$ cat src/rtl/kyber_montgomery_mul_pipe_if.sv
// Beat-level handshake bundle for the multi-lane Montgomery multiplier.
// master drives operands and out_ready; slave is the multiplier itself.
interface kyber_montgomery_mul_pipe_if #(
    parameter int LANES   = 2,
    parameter int COEFF_W = 16,
    parameter int TAG_W   = 8
);
    logic                       in_valid;
    logic                       in_ready;
    logic                       in_mode;
    logic [TAG_W-1:0]           in_tag;
    logic [LANES*COEFF_W-1:0]   in_coeffs_a;
    logic [LANES*COEFF_W-1:0]   in_coeffs_b;
    logic                       out_valid;
    logic                       out_ready;
    logic [LANES*COEFF_W-1:0]   out_coeffs;
    logic [TAG_W-1:0]           out_tag;

    modport master (
        output in_valid, in_mode, in_tag, in_coeffs_a, in_coeffs_b, out_ready,
        input  in_ready, out_valid, out_coeffs, out_tag
    );

    modport slave (
        input  in_valid, in_mode, in_tag, in_coeffs_a, in_coeffs_b, out_ready,
        output in_ready, out_valid, out_coeffs, out_tag
    );
endinterface

$ cat src/rtl/kyber_montgomery_mul_pipe.sv
// Multi-lane three-stage Montgomery multiplier for Kyber Z_q arithmetic.
// Mode 0: a*b*R^-1 mod q.  Mode 1: a*R mod q (b replaced by R^2 mod q).
// The whole pipe advances together; a stalled output freezes every stage.
module kyber_montgomery_mul_pipe #(
    parameter int LANES     = 2,
    parameter int KYBER_Q   = 3329,
    parameter int QINV      = 62209,
    parameter int R2_MOD_Q  = 1353,
    parameter int COEFF_W   = 16,
    parameter int TAG_W     = 8,
    parameter int NORMALIZE = 0
) (
    input logic                        clk,
    input logic                        reset,
    kyber_montgomery_mul_pipe_if.slave bus
);
    localparam int PROD_W = 2 * COEFF_W;

    // QINV is consumed as its signed 16-bit reinterpretation (-3327).
    localparam logic signed [COEFF_W-1:0] QINV_S = COEFF_W'(QINV);
    localparam logic signed [COEFF_W-1:0] R2_S   = COEFF_W'(R2_MOD_Q);
    localparam logic signed [COEFF_W-1:0] Q_S    = COEFF_W'(KYBER_Q);
    localparam logic signed [PROD_W-1:0]  Q_W    = PROD_W'(KYBER_Q);

    // Montgomery factor u = low16(t * QINV), read back as signed.
    function automatic logic signed [COEFF_W-1:0] mont_factor(
        input logic signed [PROD_W-1:0] t
    );
        logic signed [PROD_W-1:0] prod;
        prod = t * PROD_W'(QINV_S);
        return COEFF_W'(prod);
    endfunction

    // (t - u*q) has zero low half by construction of u; keep the high half.
    function automatic logic signed [COEFF_W-1:0] mont_reduce(
        input logic signed [PROD_W-1:0]  t,
        input logic signed [COEFF_W-1:0] u
    );
        logic signed [PROD_W-1:0] diff;
        diff = t - PROD_W'(u) * Q_W;
        return COEFF_W'(diff >>> COEFF_W);
    endfunction

    // Optional fold of (-q,0) into [0,q); identity when normalisation is off.
    function automatic logic signed [COEFF_W-1:0] fold_positive(
        input logic signed [COEFF_W-1:0] r
    );
        if (NORMALIZE != 0 && r[COEFF_W-1]) begin
            return r + Q_S;
        end
        return r;
    endfunction

    logic                       en;
    logic                       vld_p1, vld_p2, vld_p3;
    logic [TAG_W-1:0]           tag_p1, tag_p2, tag_p3;
    logic signed [COEFF_W-1:0]  a_lane [LANES];
    logic signed [COEFF_W-1:0]  b_lane [LANES];
    logic signed [PROD_W-1:0]   t_p1   [LANES];
    logic signed [PROD_W-1:0]   t_p2   [LANES];
    logic signed [COEFF_W-1:0]  u_p2   [LANES];
    logic signed [COEFF_W-1:0]  r_p3   [LANES];

    // Pipe advances whenever the output stage is empty or being drained.
    always_comb begin
        en           = !vld_p3 || bus.out_ready;
        bus.in_ready = en;
        bus.out_valid = vld_p3;
        bus.out_tag   = tag_p3;
    end

    // Unpack operand lanes and pick the b operand according to the beat mode.
    always_comb begin
        for (int i = 0; i < LANES; i++) begin
            a_lane[i] = bus.in_coeffs_a[i*COEFF_W +: COEFF_W];
            b_lane[i] = bus.in_mode ? R2_S : bus.in_coeffs_b[i*COEFF_W +: COEFF_W];
        end
    end

    // Pack the per-lane results onto the output bus.
    always_comb begin
        bus.out_coeffs = '0;
        for (int i = 0; i < LANES; i++) begin
            bus.out_coeffs[i*COEFF_W +: COEFF_W] = r_p3[i];
        end
    end

    // Valid bits shift together; a reset drops every in-flight beat.
    always_ff @(posedge clk) begin
        if (reset) begin
            vld_p1 <= 1'b0;
            vld_p2 <= 1'b0;
            vld_p3 <= 1'b0;
        end else if (en) begin
            vld_p1 <= bus.in_valid;
            vld_p2 <= vld_p1;
            vld_p3 <= vld_p2;
        end
    end

    // Datapath stages move in lockstep with the valid bits.
    always_ff @(posedge clk) begin
        if (reset) begin
            tag_p1 <= '0;
            tag_p2 <= '0;
            tag_p3 <= '0;
            for (int i = 0; i < LANES; i++) begin
                t_p1[i] <= '0;
                t_p2[i] <= '0;
                u_p2[i] <= '0;
                r_p3[i] <= '0;
            end
        end else if (en) begin
            // S1: full signed product
            tag_p1 <= bus.in_tag;
            for (int i = 0; i < LANES; i++) begin
                t_p1[i] <= PROD_W'(a_lane[i]) * PROD_W'(b_lane[i]);
            end
            // S2: Montgomery factor, product carried alongside
            tag_p2 <= tag_p1;
            for (int i = 0; i < LANES; i++) begin
                t_p2[i] <= t_p1[i];
                u_p2[i] <= mont_factor(t_p1[i]);
            end
            // S3: reduction and optional normalisation
            tag_p3 <= tag_p2;
            for (int i = 0; i < LANES; i++) begin
                r_p3[i] <= fold_positive(mont_reduce(t_p2[i], u_p2[i]));
            end
        end
    end
endmodule
$ cat src/flat_wrapper.sv
// flat-port wrapper written by rule: the top's interface ports become plain ports
module kyber_montgomery_mul_pipe_flat 
#(
    parameter int LANES     = 2,
    parameter int KYBER_Q   = 3329,
    parameter int QINV      = 62209,
    parameter int R2_MOD_Q  = 1353,
    parameter int COEFF_W   = 16,
    parameter int TAG_W     = 8,
    parameter int NORMALIZE = 0
)
  (clk, reset, bus_in_valid, bus_in_mode, bus_in_tag, bus_in_coeffs_a, bus_in_coeffs_b, bus_out_ready, bus_in_ready, bus_out_valid, bus_out_coeffs, bus_out_tag);
  kyber_montgomery_mul_pipe_if #(.LANES(LANES), .COEFF_W(COEFF_W), .TAG_W(TAG_W)) bus_i ();
  input logic clk;
  input logic reset;
  input wire logic [$bits(bus_i.in_valid)-1:0] bus_in_valid;
  input wire logic [$bits(bus_i.in_mode)-1:0] bus_in_mode;
  input wire logic [$bits(bus_i.in_tag)-1:0] bus_in_tag;
  input wire logic [$bits(bus_i.in_coeffs_a)-1:0] bus_in_coeffs_a;
  input wire logic [$bits(bus_i.in_coeffs_b)-1:0] bus_in_coeffs_b;
  input wire logic [$bits(bus_i.out_ready)-1:0] bus_out_ready;
  output wire logic [$bits(bus_i.in_ready)-1:0] bus_in_ready;
  output wire logic [$bits(bus_i.out_valid)-1:0] bus_out_valid;
  output wire logic [$bits(bus_i.out_coeffs)-1:0] bus_out_coeffs;
  output wire logic [$bits(bus_i.out_tag)-1:0] bus_out_tag;
  assign bus_i.in_valid = bus_in_valid;
  assign bus_i.in_mode = bus_in_mode;
  assign bus_i.in_tag = bus_in_tag;
  assign bus_i.in_coeffs_a = bus_in_coeffs_a;
  assign bus_i.in_coeffs_b = bus_in_coeffs_b;
  assign bus_i.out_ready = bus_out_ready;
  assign bus_in_ready = bus_i.in_ready;
  assign bus_out_valid = bus_i.out_valid;
  assign bus_out_coeffs = bus_i.out_coeffs;
  assign bus_out_tag = bus_i.out_tag;
  kyber_montgomery_mul_pipe #(.LANES(LANES), .KYBER_Q(KYBER_Q), .QINV(QINV), .R2_MOD_Q(R2_MOD_Q), .COEFF_W(COEFF_W), .TAG_W(TAG_W), .NORMALIZE(NORMALIZE)) u_core (.clk(clk), .reset(reset), .bus(bus_i));
endmodule
$ cat config.mk
export PLATFORM = sky130hd
export DESIGN_NAME = kyber_montgomery_mul_pipe_flat
export DESIGN_NICKNAME = d
export VERILOG_FILES = /design/src/rtl/kyber_montgomery_mul_pipe_if.sv /design/src/rtl/kyber_montgomery_mul_pipe.sv /design/src/flat_wrapper.sv
export SDC_FILE = /design/constraint.sdc
export NUM_CORES = 2
export LEC_CHECK = 0
export BUFFER_PORTS_ARGS = -buffer_cell sky130_fd_sc_hd__buf_2
export CAP_MARGIN = 20
export CORE_MARGIN = 3
export CORE_UTILIZATION = 35
export DETAILED_ROUTE_END_ITERATION = 8
export PLACE_DENSITY = 0.59
export SYNTH_ARGS = -nofsm -noshare
export SYNTH_HDL_FRONTEND = slang
export SYNTH_SLANG_ARGS = --single-unit
$ cat constraint.sdc
create_clock -name clk -period 12.4 [get_ports clk]
set_input_delay 1.24 -clock clk [delete_from_list [all_inputs] [get_ports clk]]
set_output_delay 1.24 -clock clk [all_outputs]
set_load 0.01 [all_outputs]
==> summary.txt <==
Logic synthesis
  • Synthesis-stage register bit count: 203
  • Post-Syn Area: 0.0345 mm2
  • Mapped Cells: 3500
  • Avg Synthesized Cell Area: 9.86 um2
  • Post-synthesis sequential area ratio: 16.9%
  • EDFF count, synth: 176
  • Post-Syn Nets: 4599
  • Fraction of registers with async set/reset: 0%
  • Main synth FF type: edfxtp_1
  • Netlist cell types: 64
  • YS warnings: 0

Detailed routing
  • Top layer reached by signal wires: met4
  • Routed via count: 23.1k
  • Met3 routed WL: 3740 um
  • Final ANT Viol Nets: 0
  • Met2 Routed Length: 34500 um
  • DRC: 0
  • WL final: 77100 um
  • DRT met1 WL: 37500 um
  • First-pass DRT Iterations: 5
  • Via density: 4.75
  • DR WL/cell: 15.9 um
  • Initial drt markers: 1022

Clock network
  • CTS H-tree lvls: 1
  • Post-CTS Hold Fix Bufs: 0
  • CTS root buffer: clkbuf_16
  • Clk sinks: 203
  • Later-pin clock latency in the skew report: 0.53 ns
  • Post-CTS setup buffer count: 0
  • CTS tree: done
  • Clock slew at reported path FFs: 0.06 ns
  • Clock buffer depth: 3
  • # resized after CTS: 0
  • Number of buffers created by CTS: 22

Worst setup path
  • Critical R2R Launch: u_core.t_p2[0][33]$_SDFFCE_PN0P_
  • Critical path class: primary input to flop
  • Critical path startpoint category: primary input
  • Element type at the critical path end: flop
  • CP startpoint: bus_in_mode
  • Cells on worst reg2reg path: 24
  • Critical path fanouts, max: 39
  • WP data arrival: 8.41 ns
  • Critical path required time: 12.66 ns

Global routing
  • Largest net degree at the start of global routing: 82
  • Number of global-route vias before repair: 25.0k
  • Initial antenna violation count: 2
  • First-pass GRT wire length: 131000 um
  • Total track usage: 15.7%
  • Grt total ovfl: 0

Floorplan
  • Full die area: 0.102 mm2
  • Die height: 320 um
  • I/O pin count: 119
  • Die width: 320 um
  • Number of placement rows: 114
  • Placeable Area: 0.0973 mm2
  • Initial cell density of the core: 35.5%

Layout
  • Fillers: 9801
  • Antenna Cells: 0
  • Commonest non-fill, non-tap cell in the layout: inv_1
  • Share of layout cells above drive strength 1: 6.08%
  • Final net count: 4668
  • Finished Layout Cells: 4861
  • Commonest non-fill, non-tap cells in the layout: inv_1 (671), fa_1 (600), ha_1 (422), nand2_1 (335), and2_1 (266)
  • P&R area growth vs syn: 8.15%

Status
  • Outcome: completed

Hold path
  • Hold Path Stages: 2
  • Hold Path Origin: u_core.bus.out_tag[1]$_SDFFE_PP0P_
  • HP Class: flop to flop

Timing
  • Final WS setup: 4.25 ns
  • Tmin final: 8.15 ns
  • Tcrit/Tclk final: 65.7%
  • Clock Skews: 0.0279 ns
  • Hold slack: 0.448 ns
  • Final Hold Fails: 0
  • Setup TNS: 0 ns
  • Unrepaired setup endpoints after global routing: no
  • Fin. max-slew vios: 0
  • Rel. slew slack: 28.3%
  • Fmax: 0.123 GHz
  • Final setup viols: 0
  • Worst slew pin tran: 1.07 ns

Place
  • # placed instances: 4817
  • DP Wirelength: 63100 um
  • GP Congestion: 0.841
  • PortBufs: 118
  • Pre-CTS WS: 3.58 ns

Job
  • Number of max-cap violations: 0
-- stage by stage --
stage / utilization (%) / instance area (um2)
4_1_cts: 38.3 / 37300
3_5_place_dp: 37.6 / 36600
5_1_grt: 38.4 / 37300
2_1_floorplan: - / 34500
3_3_place_gp: 37.5 / 36500
6_report: 38.4 / 37300
-- state kept, by name (all words and copies together), names as in the netlist --
| register | count |
|---|---|
| u_core.bus.out_tag | 8 |
| u_core.bus.out_valid | 1 |
| u_core.r_p3 | 32 |
| u_core.t_p1 | 64 |
| u_core.t_p2 | 64 |
| u_core.tag_p1 | 8 |
| u_core.tag_p2 | 8 |
| u_core.u_p2 | 16 |
| u_core.vld_p1 | 1 |
| u_core.vld_p2 | 1 |
-- routing by layer --
layer / GRT usage, % / vias to the layer above
li1: - / 11130
met2: 25.4 / 474
met1: 22.6 / 11381
met5: 0 / -
met3: 2.11 / 83
met4: 2.91 / 0
-- logic make-up after synthesis --
family | share of synthesized area [%]
AND/OR/NAND/NOR | 14.4
XOR/XNOR | 3.63
buffers and inverters | 8.43
adder cells (fa/ha/maj) | 50.1
AO/OA/AOI/OAI | 6.50
multiplexers | 0.0870
flip-flops | 16.9
-- critical path, stage by stage --
cell and delay, ns:
buf_2 0.09, buf_4 0.25, nor2b_1 0.89, nand2_1 0.23, fa_1 0.62, inv_1 0.07
fa_1 0.83, inv_1 0.12, fa_1 0.44, fa_1 0.55, inv_1 0.06, fa_1 0.53
inv_1 0.05, fa_1 0.47, inv_1 0.04, ha_1 0.34, a21o_1 0.20, a21o_1 0.17
a21o_1 0.21, or2_2 0.29, nor3_1 0.14, o211ai_1 0.12, a31oi_1 0.19, xor2_1 0.15
nor2_1 0.05
-- area by class of cell --
class	instances	area (um2)	share of cell area, %
clock inverters	17	171	0.459
well taps	1276	1600	4.28
repair buffers	148	855	2.29
multi-input cells	2522	25800	69.1
inverters	672	2520	6.76
clock buffers	23	554	1.48
flip-flops and latches	203	5830	15.6
-- Yosys cell counts (all sizes together), types with 10 or more instances --
cell type  count  area (um2)
inv          671        2520
fa           600       12000
ha           422        5280
nand2        335        1260
and2         266        1660
edfxtp       176        5290
nor2         162         608
a21oi        123         616
clkbuf        95         357
nor2b         90         563
xnor2         85         744
o21ai         73         365
xor2          58         508
a21o          42         315
nor3          30         155
dfxtp         27         541
nand3         23         115
or2           23         144
a211oi        19         148
o21a          17         128
and3          16         100
nand2b        16         100
o211ai        11        87.6
o21bai        10        75.1
-- worst paths after layout --
path / end / slack (ns)
min: u_core.bus.out_tag[1]$_SDFFE_PP0P_ / 0.45
max: u_core.t_p1[0][30]$_SDFFCE_PN0P_ / 4.25
min reg2reg: u_core.bus.out_tag[1]$_SDFFE_PP0P_ / 0.45
max reg2reg: u_core.r_p3[0][30]$_SDFFCE_PN0P_ / 5.47
Power is not shown: default switching activity piles up to over one toggle a cycle in this logic, so the estimate is an artifact.
